===== src/rtl/uart_frame_gather_if.sv =====
// Byte-stream bundle between the UART receiver, the frame gatherer and the per-type decoders.
// The slave modport is the gatherer; the master modport is its environment.
interface uart_frame_gather_if #(
    parameter int TYPE_W = 2
);
    logic [7:0]        i_rx_data;
    logic              i_rx_valid;
    logic [7:0]        o_data;
    logic              o_valid;
    logic              i_ready;
    logic              o_last;
    logic [TYPE_W-1:0] o_type;
    logic [7:0]        o_len;
    logic              o_frame_ok;
    logic              o_chk_err;
    logic              o_fmt_err;
    logic              o_timeout;
    logic              o_drop;
    logic              o_busy;

    modport master (
        output i_rx_data, i_rx_valid, i_ready,
        input  o_data, o_valid, o_last, o_type, o_len,
        input  o_frame_ok, o_chk_err, o_fmt_err, o_timeout, o_drop, o_busy
    );

    modport slave (
        input  i_rx_data, i_rx_valid, i_ready,
        output o_data, o_valid, o_last, o_type, o_len,
        output o_frame_ok, o_chk_err, o_fmt_err, o_timeout, o_drop, o_busy
    );
endinterface


===== src/rtl/uart_frame_gather.sv =====
// Parses HEAD,TYPE,LEN,payload,CHK frames from a UART byte stream and replays
// the payload of checksum-clean frames on a valid/ready stream.
module uart_frame_gather #(
    parameter logic [7:0] HEAD        = 8'hA5,
    parameter int         TYPE_NUM    = 4,
    parameter int         TYPE_W      = 2,
    parameter int         MAX_LEN     = 32,
    parameter int         TIMEOUT_CYC = 1000
) (
    input logic               i_clk,
    input logic               i_rst_n,
    uart_frame_gather_if.slave bus
);
    localparam int          AW       = (MAX_LEN > 1) ? $clog2(MAX_LEN) : 1;
    localparam logic [15:0] TMO_MAX  = 16'(TIMEOUT_CYC - 1);
    localparam logic [8:0]  TYPE_LIM = 9'(TYPE_NUM);
    localparam logic [7:0]  LEN_LIM  = 8'(MAX_LEN);

    typedef enum logic [2:0] {
        S_IDLE, S_TYPE, S_LEN, S_DATA, S_CHK, S_OUT
    } state_t;

    state_t            state_q, state_d;
    logic [7:0]        pay_mem [2**AW];
    logic [7:0]        sum_q, len_q, wr_ptr, rd_ptr;
    logic [TYPE_W-1:0] typ_q;
    logic [15:0]       idle_q;

    logic [7:0]        data_q, olen_q;
    logic [TYPE_W-1:0] otyp_q;
    logic              valid_q, last_q;
    logic              ok_q, chk_q, fmt_q, tmo_q, drop_q;

    logic [7:0] rx;
    logic       rx_v, counting, beat;
    logic       fmt_bad, chk_ok, chk_bad, tmo, drop;

    assign rx       = bus.i_rx_data;
    assign rx_v     = bus.i_rx_valid;
    assign beat     = valid_q && bus.i_ready;
    assign counting = (state_q == S_TYPE) || (state_q == S_LEN) ||
                      (state_q == S_DATA) || (state_q == S_CHK);

    always_ff @(posedge i_clk or negedge i_rst_n) begin
        if (!i_rst_n) state_q <= S_IDLE;
        else          state_q <= state_d;
    end

    always_comb begin
        state_d = state_q;
        fmt_bad = 1'b0;
        chk_ok  = 1'b0;
        chk_bad = 1'b0;
        tmo     = 1'b0;
        drop    = 1'b0;
        unique case (state_q)
            S_IDLE: if (rx_v && rx == HEAD) state_d = S_TYPE;
            S_TYPE: if (rx_v) begin
                if ({1'b0, rx} >= TYPE_LIM) begin
                    fmt_bad = 1'b1;
                    state_d = S_IDLE;
                end else begin
                    state_d = S_LEN;
                end
            end
            S_LEN: if (rx_v) begin
                if (rx > LEN_LIM) begin
                    fmt_bad = 1'b1;
                    state_d = S_IDLE;
                end else begin
                    state_d = (rx == 8'd0) ? S_CHK : S_DATA;
                end
            end
            S_DATA: if (rx_v && wr_ptr == len_q - 8'd1) state_d = S_CHK;
            S_CHK: if (rx_v) begin
                if (rx == sum_q) begin
                    chk_ok  = 1'b1;
                    state_d = (len_q == 8'd0) ? S_IDLE : S_OUT;
                end else begin
                    chk_bad = 1'b1;
                    state_d = S_IDLE;
                end
            end
            S_OUT: begin
                // No backpressure toward the UART: anything arriving now is lost.
                drop = rx_v;
                if (beat && last_q) state_d = S_IDLE;
            end
            default: state_d = S_IDLE;
        endcase
        if (counting && !rx_v && idle_q == TMO_MAX) begin
            tmo     = 1'b1;
            state_d = S_IDLE;
        end
    end

    always_ff @(posedge i_clk) begin
        if (state_q == S_DATA && rx_v) pay_mem[wr_ptr[AW-1:0]] <= rx;
    end

    always_ff @(posedge i_clk or negedge i_rst_n) begin
        if (!i_rst_n) begin
            sum_q   <= '0;
            len_q   <= '0;
            typ_q   <= '0;
            wr_ptr  <= '0;
            rd_ptr  <= '0;
            idle_q  <= '0;
            data_q  <= '0;
            olen_q  <= '0;
            otyp_q  <= '0;
            valid_q <= 1'b0;
            last_q  <= 1'b0;
            ok_q    <= 1'b0;
            chk_q   <= 1'b0;
            fmt_q   <= 1'b0;
            tmo_q   <= 1'b0;
            drop_q  <= 1'b0;
        end else begin
            ok_q   <= chk_ok;
            chk_q  <= chk_bad;
            fmt_q  <= fmt_bad;
            tmo_q  <= tmo;
            drop_q <= drop;

            if (rx_v || !counting) idle_q <= '0;
            else                   idle_q <= idle_q + 16'd1;

            if (rx_v) begin
                case (state_q)
                    S_TYPE: begin
                        typ_q <= rx[TYPE_W-1:0];
                        sum_q <= rx;
                    end
                    S_LEN: begin
                        len_q  <= rx;
                        sum_q  <= sum_q + rx;
                        wr_ptr <= '0;
                    end
                    S_DATA: begin
                        sum_q  <= sum_q + rx;
                        wr_ptr <= wr_ptr + 8'd1;
                    end
                    default: ;
                endcase
            end

            // rd_ptr always names the buffer slot of the next beat to present.
            if (chk_ok) begin
                otyp_q <= typ_q;
                olen_q <= len_q;
                if (len_q != 8'd0) begin
                    valid_q <= 1'b1;
                    data_q  <= pay_mem[0];
                    last_q  <= (len_q == 8'd1);
                    rd_ptr  <= 8'd1;
                end
            end else if (beat) begin
                if (last_q) begin
                    valid_q <= 1'b0;
                    last_q  <= 1'b0;
                end else begin
                    data_q <= pay_mem[rd_ptr[AW-1:0]];
                    last_q <= (rd_ptr == len_q - 8'd1);
                    rd_ptr <= rd_ptr + 8'd1;
                end
            end
        end
    end

    assign bus.o_data     = data_q;
    assign bus.o_valid    = valid_q;
    assign bus.o_last     = last_q;
    assign bus.o_type     = otyp_q;
    assign bus.o_len      = olen_q;
    assign bus.o_frame_ok = ok_q;
    assign bus.o_chk_err  = chk_q;
    assign bus.o_fmt_err  = fmt_q;
    assign bus.o_timeout  = tmo_q;
    assign bus.o_drop     = drop_q;
    assign bus.o_busy     = (state_q != S_IDLE);
endmodule


===== src/flat_wrapper.sv =====
// flat-port wrapper written by rule: the top's interface ports become plain ports
module uart_frame_gather_flat 
#(
    parameter logic [7:0] HEAD        = 8'hA5,
    parameter int         TYPE_NUM    = 4,
    parameter int         TYPE_W      = 2,
    parameter int         MAX_LEN     = 32,
    parameter int         TIMEOUT_CYC = 1000
)
  (i_clk, i_rst_n, bus_i_rx_data, bus_i_rx_valid, bus_i_ready, bus_o_data, bus_o_valid, bus_o_last, bus_o_type, bus_o_len, bus_o_frame_ok, bus_o_chk_err, bus_o_fmt_err, bus_o_timeout, bus_o_drop, bus_o_busy);
  uart_frame_gather_if #(.TYPE_W(TYPE_W)) bus_i ();
  input logic i_clk;
  input logic i_rst_n;
  input wire logic [$bits(bus_i.i_rx_data)-1:0] bus_i_rx_data;
  input wire logic [$bits(bus_i.i_rx_valid)-1:0] bus_i_rx_valid;
  input wire logic [$bits(bus_i.i_ready)-1:0] bus_i_ready;
  output wire logic [$bits(bus_i.o_data)-1:0] bus_o_data;
  output wire logic [$bits(bus_i.o_valid)-1:0] bus_o_valid;
  output wire logic [$bits(bus_i.o_last)-1:0] bus_o_last;
  output wire logic [$bits(bus_i.o_type)-1:0] bus_o_type;
  output wire logic [$bits(bus_i.o_len)-1:0] bus_o_len;
  output wire logic [$bits(bus_i.o_frame_ok)-1:0] bus_o_frame_ok;
  output wire logic [$bits(bus_i.o_chk_err)-1:0] bus_o_chk_err;
  output wire logic [$bits(bus_i.o_fmt_err)-1:0] bus_o_fmt_err;
  output wire logic [$bits(bus_i.o_timeout)-1:0] bus_o_timeout;
  output wire logic [$bits(bus_i.o_drop)-1:0] bus_o_drop;
  output wire logic [$bits(bus_i.o_busy)-1:0] bus_o_busy;
  assign bus_i.i_rx_data = bus_i_rx_data;
  assign bus_i.i_rx_valid = bus_i_rx_valid;
  assign bus_i.i_ready = bus_i_ready;
  assign bus_o_data = bus_i.o_data;
  assign bus_o_valid = bus_i.o_valid;
  assign bus_o_last = bus_i.o_last;
  assign bus_o_type = bus_i.o_type;
  assign bus_o_len = bus_i.o_len;
  assign bus_o_frame_ok = bus_i.o_frame_ok;
  assign bus_o_chk_err = bus_i.o_chk_err;
  assign bus_o_fmt_err = bus_i.o_fmt_err;
  assign bus_o_timeout = bus_i.o_timeout;
  assign bus_o_drop = bus_i.o_drop;
  assign bus_o_busy = bus_i.o_busy;
  uart_frame_gather #(.HEAD(HEAD), .TYPE_NUM(TYPE_NUM), .TYPE_W(TYPE_W), .MAX_LEN(MAX_LEN), .TIMEOUT_CYC(TIMEOUT_CYC)) u_core (.i_clk(i_clk), .i_rst_n(i_rst_n), .bus(bus_i));
endmodule

===== config.mk =====
export PLATFORM = sky130hd
export DESIGN_NAME = uart_frame_gather_flat
export DESIGN_NICKNAME = d
export VERILOG_FILES = /design/src/rtl/uart_frame_gather_if.sv /design/src/rtl/uart_frame_gather.sv /design/src/flat_wrapper.sv
export SDC_FILE = /design/constraint.sdc
export NUM_CORES = 1
export LEC_CHECK = 0
export ABC_CLOCK_PERIOD_IN_PS = 2300
export CAP_MARGIN = 20
export CORE_MARGIN = 10
export CORE_UTILIZATION = 40
export CTS_CLUSTER_SIZE = 12
export DETAILED_ROUTE_END_ITERATION = 10
export DONT_BUFFER_PORTS = 1
export PLACE_DENSITY = 0.61
export SLEW_MARGIN = 20
export SYNTH_ARGS = -nofsm -noshare
export SYNTH_HDL_FRONTEND = slang
export SYNTH_SLANG_ARGS = --single-unit

===== constraint.sdc =====
create_clock -name i_clk -period 2.3 [get_ports i_clk]
set_clock_uncertainty 0.15 [all_clocks]
set_input_delay 0.46 -clock i_clk [delete_from_list [all_inputs] [get_ports i_clk]]
set_output_delay 0.46 -clock i_clk [all_outputs]
set_load 0.02 [all_outputs]

==> flow_metrics.env, run 1 <==
export IMPL_die_y_microns=209
export IMPL_route_detailed_drc=0
export IMPL_portBuffers=0
export IMPL_grt_pass1_wl_microns=53300
export IMPL_synth_main_ff_cell="edfxtp_1"
export IMPL_antenna_found_initial=0
export IMPL_failed_checks="negative setup slack"
export IMPL_stdcell_count=1530
export IMPL_first_pass_iters=5
export IMPL_register_area_sq_um=9650
export IMPL_place_congestion=0.791
export IMPL_arrival_ps=2770
export IMPL_r2r_setup_slack_ps=-210
export IMPL_rows=69
export IMPL_multi_input_area_sq_um=4600
export IMPL_dpl_hpwl_microns=20700
export IMPL_setup_slack_ps=-209
export IMPL_synth_area_sq_um=14300
export IMPL_whs_ps=14.0
export IMPL_power_w=0.0179
export IMPL_syn_inst=931
export IMPL_placed_cells=1445
export IMPL_core_area_sq_um=35500
export IMPL_crit_type="reg2reg"
export IMPL_grt_usage_pct=15.7
export IMPL_crit_buf_inv=2
export IMPL_outcome="complete, but fails checks"
export IMPL_slowest_stage="or4_4"
export IMPL_n_antenna_cell=0
export IMPL_rsz0062_at_grt="yes"
export IMPL_first_global_vias=8610
export IMPL_io_pins=38
export IMPL_clockRootBuffer="clkbuf_16"
export IMPL_tightest_slew_ps=575
export IMPL_syn_nets=959
export IMPL_num_vias=8394
export IMPL_relSlewSlack_pct=61.6
export IMPL_route_antenna_remaining_nets=0
export IMPL_postLayoutCoreUtil_pct=48.8
export IMPL_fillers=2932
export IMPL_yosysSeqAreaShare_pct=67.3
export IMPL_cp_required_ps=2560
export IMPL_r2r_cells=10
export IMPL_cap_viol_max_count=0
export IMPL_hold_viol=0
export IMPL_grt_overflow_total=0
export IMPL_finalSetupViolations=20
export IMPL_wl_microns=34400
export IMPL_synth_area_leaders="edfxtp_1 (54%), dfrtp_1 (14%), mux4_2 (11%), nor2_1 (2.2%), nand2_1 (2.1%)"
export IMPL_synth_seq_cells=334
export IMPL_cp_endpoint="u_core.bus.o_data[7]"
export IMPL_synth_edf_count=256
export IMPL_cp_start_kind="flip-flop"
export IMPL_cp_max_fo=6
export IMPL_ir_drop_mv=0.652
export IMPL_fin_crit_ps=2510
export IMPL_drive_gt1_share_pct=28.4
export IMPL_setup_worst_path_end_class="flip-flop"
export IMPL_synth_top_cell_area_share_pct=53.7
export IMPL_leakagePower_nw=6.01
export IMPL_ys_warn_count=0
export IMPL_cts_max_level=2
export IMPL_area_growth_pct=20.8
export IMPL_numCtsBuffers=36
export IMPL_via_per_inst=5.49
export IMPL_synth_most_common_cell="edfxtp_1"
export IMPL_cts_tree="built"
export IMPL_synth_avg_cell_area_sq_um=15.4
export IMPL_crit_chain="ha_4 -> or4_4 -> nor3_4 -> nand4_4 -> nand2_2 -> o21ai_4 -> buf_12 -> clkbuf_16 -> nand2_1 -> o21ai_1"
export IMPL_clock_sinks=334
export IMPL_wl_per_cell_microns=22.5
export IMPL_grt_max_degree=79
export IMPL_clockBufferDepth=3
export IMPL_critPathTopFamily="simple AND/OR/NAND/NOR gates"
export IMPL_yosys_top_cells_count="edfxtp_1 (256), nor2_1 (84), nand2_1 (80)"
export IMPL_chipWidth_microns=209
export IMPL_drv_slew=0
export IMPL_insertion_delay_ps=530
export IMPL_drt_iter0_markers=710
export IMPL_fin_nets=1074
export IMPL_dieArea_sq_um=43800
export IMPL_hp_class="in2reg"
export IMPL_r2r_start="u_core.sum_q[0]"
export IMPL_max_stage_delay_ps=540
export IMPL_yosysTopAreaCell="edfxtp_1"
export IMPL_max_freq_mhz=399
export IMPL_synth_async_reset_ratio_pct=23.4
export IMPL_initial_utilization_pct=40.4
export IMPL_rr_endpoint="u_core.bus.o_data[7]"
export IMPL_cp_startpoint="u_core.sum_q[0]"
export IMPL_period_share_pct=109
export IMPL_powerDensity_nw_per_um2=1030
export IMPL_clk_pin_slew_worst_paths_ps=60
export IMPL_yosysUniqueCellTypes=58
export IMPL_pre_cts_ws_ps=-257
export IMPL_path_depth=10
==> where the power goes <==
part           internal (W)  switching (W)  total (W)
combinational       0.00253        0.00245    0.00498
sequential          0.00693       0.000531    0.00746
clock               0.00317        0.00228    0.00545
==> cell usage in the layout, fill, tap and decap left out, types with 6 or more instances in the layout <==
master and count:
nor2_1 82, mux4_2 72, dfrtp_1 75, a21oi_2 8, o21ai_1 12, xor2_1 15
xnor2_1 21, mux2i_1 21, mux2_2 9, nor4_1 6, inv_1 16, buf_4 87
nand3_1 29, clkbuf_1 9, o22ai_1 8, buf_12 20, a21oi_1 23, o21ai_0 28
a31oi_1 8, ha_1 10, and2_1 6, buf_6 8, clkbuf_16 38, nor3_1 9
nand2_1 74, nand2_2 6, edfxtp_1 256
==> area by class of cell <==
class | count | share of cell area [%]
clock inverter | 11 | 0.615
clock buffer | 50 | 5.80
multi-input combinational | 534 | 26.6
sequential | 334 | 55.8
inverter | 17 | 0.398
tap | 461 | 3.33
timing repair buffer | 123 | 7.48
==> flip-flops by register name, indices dropped and copies added, names as in the netlist <==
name                   count
u_core.len_q               8
u_core.bus.o_data          8
u_core.bus.o_timeout       1
u_core.bus.o_type          2
u_core.pay_mem           256
u_core.bus.o_frame_ok      1
u_core.bus.o_len           8
u_core.sum_q               8
u_core.bus.o_fmt_err       1
u_core.bus.o_last          1
u_core.state_q             3
u_core.typ_q               2
u_core.bus.o_chk_err       1
u_core.idle_q             16
u_core.bus.o_valid         1
u_core.rd_ptr              8
u_core.wr_ptr              8
u_core.bus.o_drop          1
==> worst min-delay path by stage <==
stage | start | endpoint | slack (ps) | depth (start not counted)
after detailed placement | i_rst_n | u_core.idle_q[15] | 20 | 0
final | bus_i_rx_data[2] | u_core.sum_q[2] | 10 | 2
after global routing | bus_i_rx_data[3] | u_core.sum_q[3] | 30 | 2
after floorplan | i_rst_n | u_core.bus.o_chk_err | 10 | 0
after global placement | i_rst_n | u_core.idle_q[15] | 20 | 0
after CTS | bus_i_rx_data[5] | u_core.sum_q[5] | 3 | 2
==> per-layer routing <==
metal	share of wire (%)	track usage (%)
met4	1.9	4.12
met5	0	0
met3	6.0	2.84
met2	50	25.9
met1	42	20.8
==> through the flow <==
stage	cell area, sq um	TNS [ps]
floorplan	14400	-8350
global placement	15600	-3310
detailed placement	15600	-3640
CTS	17100	-3100
global route	17300	-5330
finish	17300	-3140
==> cells by family after synthesis <==
kind of cell,synth area share (%)
fa+ha+maj,1.45
xor+xnor,2.20
simple gates,8.64
mux,13.6
flops,67.3
compound gates,4.71
buf+inv,2.09
==> repair_timing <==
| action | 4_1_cts | 5_1_grt |
|---|---|---|
| hold buffers | 12 | 0 |
| endpoints found under the hold margin | 351 | 0 |
| pin swaps | 11 | 7 |
| setup endpoints to repair | 25 | 33 |
| resized for setup | 27 | 21 |
| setup buffers | 4 | 4 |
| gates cloned | 1 | 3 |
Power figures use the tool's default switching activity.
==> inputs of run 2 (changes only) <==
--- a/config.mk
+++ b/config.mk
@@ -5,14 +5,15 @@
 export SDC_FILE = /design/constraint.sdc
 export NUM_CORES = 1
 export LEC_CHECK = 0
-export ABC_CLOCK_PERIOD_IN_PS = 2300
+export ABC_CLOCK_PERIOD_IN_PS = 3000
 export CAP_MARGIN = 20
 export CORE_MARGIN = 10
 export CORE_UTILIZATION = 40
 export CTS_CLUSTER_SIZE = 12
 export DETAILED_ROUTE_END_ITERATION = 10
 export DONT_BUFFER_PORTS = 1
-export PLACE_DENSITY = 0.61
+export PLACE_DENSITY = 0.59
+export SKIP_LAST_GASP = 1
 export SLEW_MARGIN = 20
 export SYNTH_ARGS = -nofsm -noshare
 export SYNTH_HDL_FRONTEND = slang
==> constraint.sdc (replaced) <==
create_clock -name i_clk -period 3 [get_ports i_clk]
set_clock_uncertainty 0.15 [all_clocks]
set_input_delay 0.6 -clock i_clk [delete_from_list [all_inputs] [get_ports i_clk]]
set_output_delay 0.6 -clock i_clk [all_outputs]
set_load 0.02 [all_outputs]
==> run 2 against run 1 <==
Against the previous run: register-to-register slack improved by 500 ps; the run now ends clean; count of clock-buffer cells in the layout increased by 1; cell count decreased by 3.7%; die area unchanged; critical endpoint is now u_core.bus.o_last.
==> flow_metrics.env, run 2 (synthesis gave the netlist of run 1 again) <==
export IMPL_comb_power_share_pct=23.0
export IMPL_hp_class="in2reg"
export IMPL_r2r_cells=8
export IMPL_drive_gt1_share_pct=19.9
export IMPL_cp_required_ps=3230
export IMPL_cts_tree="built"
export IMPL_first_pass_iters=5
export IMPL_layout_commonest_cell="edfxtp_1"
export IMPL_initial_utilization_pct=40.4
export IMPL_largest_reg_flops=256
export IMPL_cap_viol_max_count=0
export IMPL_num_vias=7916
export IMPL_register_area_sq_um=9650
export IMPL_area_growth_pct=14.8
export IMPL_powerDensity_nw_per_um2=811
export IMPL_wl_microns=32000
export IMPL_crit_type="reg2reg"
export IMPL_drv_slew=0
export IMPL_grt_usage_pct=14.4
export IMPL_leakagePower_nw=5.62
export IMPL_r2r_setup_slack_ps=290
export IMPL_rr_endpoint="u_core.bus.o_last"
export IMPL_grt_pass1_wl_microns=49300
export IMPL_portBuffers=0
export IMPL_power_share_switching_pct=28.9
export IMPL_clockRootBuffer="clkbuf_16"
export IMPL_pre_cts_ws_ps=57.1
export IMPL_route_antenna_remaining_nets=0
export IMPL_grt_max_degree=79
export IMPL_arrival_ps=2950
export IMPL_rows=69
export IMPL_dpl_instance_area_sq_um=15100
export IMPL_tightest_slew_ps=734
export IMPL_clk_pin_slew_worst_paths_ps=60
export IMPL_die_y_microns=209
export IMPL_cts_hold_buf=2
export IMPL_p_sw_w=0.00386
export IMPL_clkPwrFrac_pct=33.8
export IMPL_chipWidth_microns=209
export IMPL_rsz0062_at_grt="no"
export IMPL_n_antenna_cell=0
export IMPL_layout_common_cells="edfxtp_1 (256), nor2_1 (84), nand2_1 (80)"
export IMPL_place_congestion=0.790
export IMPL_cp_max_fo=14
export IMPL_via_per_inst=5.37
export IMPL_first_global_vias=8115
export IMPL_setup_slack_ps=287
export IMPL_wl_per_cell_microns=21.8
export IMPL_min_to="u_core.pay_mem[3][5]"
export IMPL_outcome="completed"
export IMPL_io_pins=38
export IMPL_stdcell_area_sq_um=16500
export IMPL_finalSetupViolations=0
export IMPL_clock_sinks=334
export IMPL_drt_iter0_markers=524
export IMPL_numCtsBuffers=38
export IMPL_period_share_pct=90.4
export IMPL_max_freq_mhz=369
export IMPL_seq_power_share_pct=43.3
export IMPL_relSlewSlack_pct=51.0
export IMPL_route_detailed_drc=0
export IMPL_fin_nets=1014
export IMPL_fillers=3070
export IMPL_dieArea_sq_um=43800
export IMPL_hold_path_depth=0
export IMPL_insertion_delay_ps=530
export IMPL_grt_overflow_total=0
export IMPL_core_area_sq_um=35500
export IMPL_multi_input_area_sq_um=4390
export IMPL_fin_crit_ps=2710
export IMPL_ir_drop_mv=0.413
export IMPL_hold_viol=0
export IMPL_hp_start="bus_i_rx_data[5]"
export IMPL_antenna_found_initial=1
export IMPL_dpl_hpwl_microns=20100
export IMPL_r2r_start="u_core.sum_q[2]"
export IMPL_fin_setup_tns_ps=0
export IMPL_cts_resized=0
export IMPL_postCtsSetupBuffers=0
export IMPL_clockBufferDepth=3
export IMPL_cts_max_level=2
export IMPL_power_internal_w=0.00949
export IMPL_setup_worst_path_end_class="flip-flop"
export IMPL_cp_start_kind="flip-flop"
[run 2: cell types whose count changed in the layout (fill, tap and decap cells not counted), sizes merged]
cell	delta
bufinv	+2
clkinv	+2
buf	-65
clkbuf	-1
dlygate4sd3	+5
[run 2: how the worst max path moves through the flow]
| stage | from | endpoint | slack (ps) |
|---|---|---|---|
| detailed placement | bus_i_rx_data[2] | u_core.rd_ptr[2] | 60 |
| CTS | u_core.sum_q[2] | u_core.bus.o_last | 290 |
| finish | u_core.sum_q[2] | u_core.bus.o_last | 290 |
| floorplan | bus_i_rx_data[2] | u_core.bus.o_data[5] | 320 |
| global route | u_core.sum_q[2] | u_core.rd_ptr[6] | 90 |
| global placement | bus_i_rx_data[2] | u_core.rd_ptr[2] | 100 |
[run 2: power by group through the flow]
stage	Sequential (W)	Combinational (W)	Clock [W]
6_report	0.00578	0.00307	0.00451
5_1_grt	0.00583	0.00342	0.00481
4_1_cts	0.00579	0.00309	0.00458
3_5_place_dp	0.00588	0.00305	0
3_3_place_gp	0.00588	0.00302	0
2_1_floorplan	0.00564	0.00249	0
[run 2: per-stage QoR]
stage | hold WS, ps | instances | util (%) | total power (W)
floorplan | 154 | 931 | - | 0.00813
global placement | 158 | 1398 | 42.6 | 0.00890
detailed placement | 159 | 1398 | 42.6 | 0.00893
CTS | 0.946 | 1466 | 46.2 | 0.0135
global route | 0.272 | 1473 | 46.4 | 0.0141
finish | 30.3 | 1473 | 46.4 | 0.0134
[run 2: critical path, cell delays in order (launching register included)]
cell and delay [ps]:
dfrtp_1 380, ha_1 310, or4_4 550, nor3_4 290, nand4_4 250, buf_4 270, nand3_1 100, nor3b_1 200
a311oi_1 60
[run 2: cell type report]
type                       instances  share of cell area (%)
clock buffer                      51                    6.26
tap                              461                    3.51
multi-input combinational        534                    26.7
clock inverter                    15                    1.13
sequential                       334                    58.6
inverter                          17                   0.395
timing repair buffer              61                    3.41
[run 2: layer usage]
layer / part of all wire [%] / up-vias / global-route usage (%) / routed length (microns)
met3: 4.1 / 39 / 2.69 / 1310
met5: 0 / - / 0 / 0
met4: 1.7 / 0 / 3.25 / 533
met1: 45 / 4060 / 19.5 / 14400
li1: - / 3665 / - / -
met2: 49 / 152 / 23.4 / 15800
==> inputs of run 3 (changes only) <==
--- a/config.mk
+++ b/config.mk
@@ -7,12 +7,11 @@
 export LEC_CHECK = 0
 export ABC_CLOCK_PERIOD_IN_PS = 3000
 export CAP_MARGIN = 20
-export CORE_MARGIN = 10
-export CORE_UTILIZATION = 40
+export CORE_UTILIZATION = 55
 export CTS_CLUSTER_SIZE = 12
 export DETAILED_ROUTE_END_ITERATION = 10
 export DONT_BUFFER_PORTS = 1
-export PLACE_DENSITY = 0.59
+export PLACE_DENSITY = 0.75
 export SKIP_LAST_GASP = 1
 export SLEW_MARGIN = 20
 export SYNTH_ARGS = -nofsm -noshare
==> run 3 against run 2 <==
Against the previous run: cell area decreased by 2.5%; total power shrank 3.4%; sequential share of layout area grew 1.5 points; cell count decreased by 10%; setup slack got worse by 6.8 ps; die area down 39%; clock power fell by 7.5%; highest routed layer unchanged; sequential power hardly changed; sequential cell count did not move.
==> flow_metrics.env, run 3 (synthesis gave the netlist of run 1 again) <==
export IMPL_crit_chain="buf_12 -> mux4_2 -> mux4_2 -> a21oi_1 -> nand2_1 -> o21ai_0 -> o21ai_0"
export IMPL_arrival_ps=2960
export IMPL_hp_class="in2reg"
export IMPL_route_detailed_drc=0
export IMPL_setup_slack_ps=280
export IMPL_stdcell_area_sq_um=16000
export IMPL_via_per_inst=6.07
export IMPL_grt_busiest_layer="met2"
export IMPL_cp_max_fo=14
export IMPL_route_antenna_remaining_nets=0
export IMPL_ir_drop_mv=0.651
export IMPL_clock_sinks=334
export IMPL_max_stage_delay_ps=610
export IMPL_wl_per_cell_microns=22.5
export IMPL_rr_endpoint="u_core.bus.o_data[1]"
export IMPL_whs_ps=13.0
export IMPL_n_antenna_cell=0
export IMPL_cp_required_ps=3240
export IMPL_slowest_stage="dfrtp_4"
export IMPL_area_growth_pct=12.0
export IMPL_antenna_found_initial=2
export IMPL_fin_setup_tns_ps=0
export IMPL_cp_start_kind="flip-flop"
export IMPL_clockRootBuffer="clkbuf_16"
export IMPL_crit_type="reg2reg"
export IMPL_place_congestion=0.824
export IMPL_rows=58
export IMPL_first_global_vias=8204
export IMPL_drive_gt1_share_pct=19.0
export IMPL_r2r_cells=7
export IMPL_cts_max_level=2
export IMPL_cp_startpoint="u_core.rd_ptr[0]"
export IMPL_r2r_start="u_core.rd_ptr[0]"
export IMPL_powerDensity_nw_per_um2=804
export IMPL_crit_buf_inv=1
export IMPL_finalSetupViolations=0
export IMPL_hold_viol=0
export IMPL_initial_utilization_pct=56.4
export IMPL_insertion_delay_ps=530
export IMPL_numCtsBuffers=36
export IMPL_grt_pass1_wl_microns=46400
export IMPL_portBuffers=0
export IMPL_relSlewSlack_pct=29.9
export IMPL_grt_met2_usage_pct=37.8
export IMPL_wl_microns=29700
export IMPL_hp_start="bus_i_ready"
export IMPL_grtUsageMet1_pct=32.3
export IMPL_postLayoutCoreUtil_pct=63.2
export IMPL_dpl_instance_area_sq_um=14900
export IMPL_fillers=1790
export IMPL_layout_common_cells="edfxtp_1 (256), nor2_1 (84), nand2_1 (80)"
export IMPL_dieArea_sq_um=26700
export IMPL_die_y_microns=163
export IMPL_layout_commonest_cell="edfxtp_1"
export IMPL_period_share_pct=90.7
export IMPL_critPathTopFamily="multiplexers"
export IMPL_grt_overflow_total=0
export IMPL_hold_path_depth=1
export IMPL_drv_slew=0
export IMPL_clockBufferDepth=3
export IMPL_outcome="completed"
export IMPL_cts_resized=0
export IMPL_r2r_setup_slack_ps=280
export IMPL_min_to="u_core.bus.o_valid"
export IMPL_tightest_slew_ps=1050
export IMPL_setup_worst_path_end_class="flip-flop"
export IMPL_rsz0062_at_grt="no"
export IMPL_cap_viol_max_count=0
export IMPL_multi_input_area_sq_um=4390
export IMPL_grt_usage_pct=23.4
export IMPL_dpl_hpwl_microns=18400
export IMPL_chipWidth_microns=163
export IMPL_core_area_sq_um=25400
export IMPL_pre_cts_ws_ps=103
export IMPL_fin_nets=999
export IMPL_fin_crit_ps=2720
export IMPL_clk_pin_slew_worst_paths_ps=60
export IMPL_leakagePower_nw=5.50
export IMPL_io_pins=38
export IMPL_register_area_sq_um=9650
export IMPL_largest_reg_flops=256
export IMPL_cts_tree="built"
export IMPL_postCtsSetupBuffers=0
export IMPL_max_freq_mhz=368
export IMPL_drt_iter0_markers=926
export IMPL_grt_use_met3_pct=4.62
export IMPL_num_vias=8036
export IMPL_first_pass_iters=5
export IMPL_grt_max_degree=79
## run 3: repair_timing
action,in CTS,in global routing
endpoints found under the hold margin,78,0
hold buffers,2,0
endpoints found under the setup margin,0,0
## run 3: how the worst max path moves through the flow
stage                                       to  cells after the start
after floorplan           u_core.bus.o_data[5]                      8
after global placement       u_core.bus.o_last                      8
after detailed placement     u_core.bus.o_last                      8
after CTS                 u_core.bus.o_data[1]                      7
after global routing      u_core.bus.o_data[7]                      6
final                     u_core.bus.o_data[1]                      7
## run 3: cell type report
cell class,instances,share of cell area [%]
clock buffers,51,6.22
inverters,17,0.406
clock inverters,9,0.639
flip-flops and latches,334,60.1
multi-input cells,534,27.3
repair buffers,48,2.70
well taps,330,2.57
## run 3: routing by layer
layer	share of wire [%]	vias to the layer above	wire length [microns]
met5	0	-	0
met4	2.3	0	679
met3	6.8	54	2030
met2	49	293	14700
met1	41	4051	12300
li1	-	3638	-
## run 3: power breakdown
part / total, W / internal (W) / leakage, nW / switching, W
Sequential: 0.00578 / 0.00531 / 3.31 / 0.000467
Clock: 0.00417 / 0.00242 / 0.535 / 0.00175
Combinational: 0.00296 / 0.00145 / 1.65 / 0.00151
Total: 0.0129 / 0.00917 / 5.50 / 0.00373
## run 3: stage by stage
stage	instances	total power, W
CTS	1323	0.0130
finish	1323	0.0129
global placement	1261	0.00873
detailed placement	1261	0.00880
floorplan	931	0.00813
global route	1323	0.0135
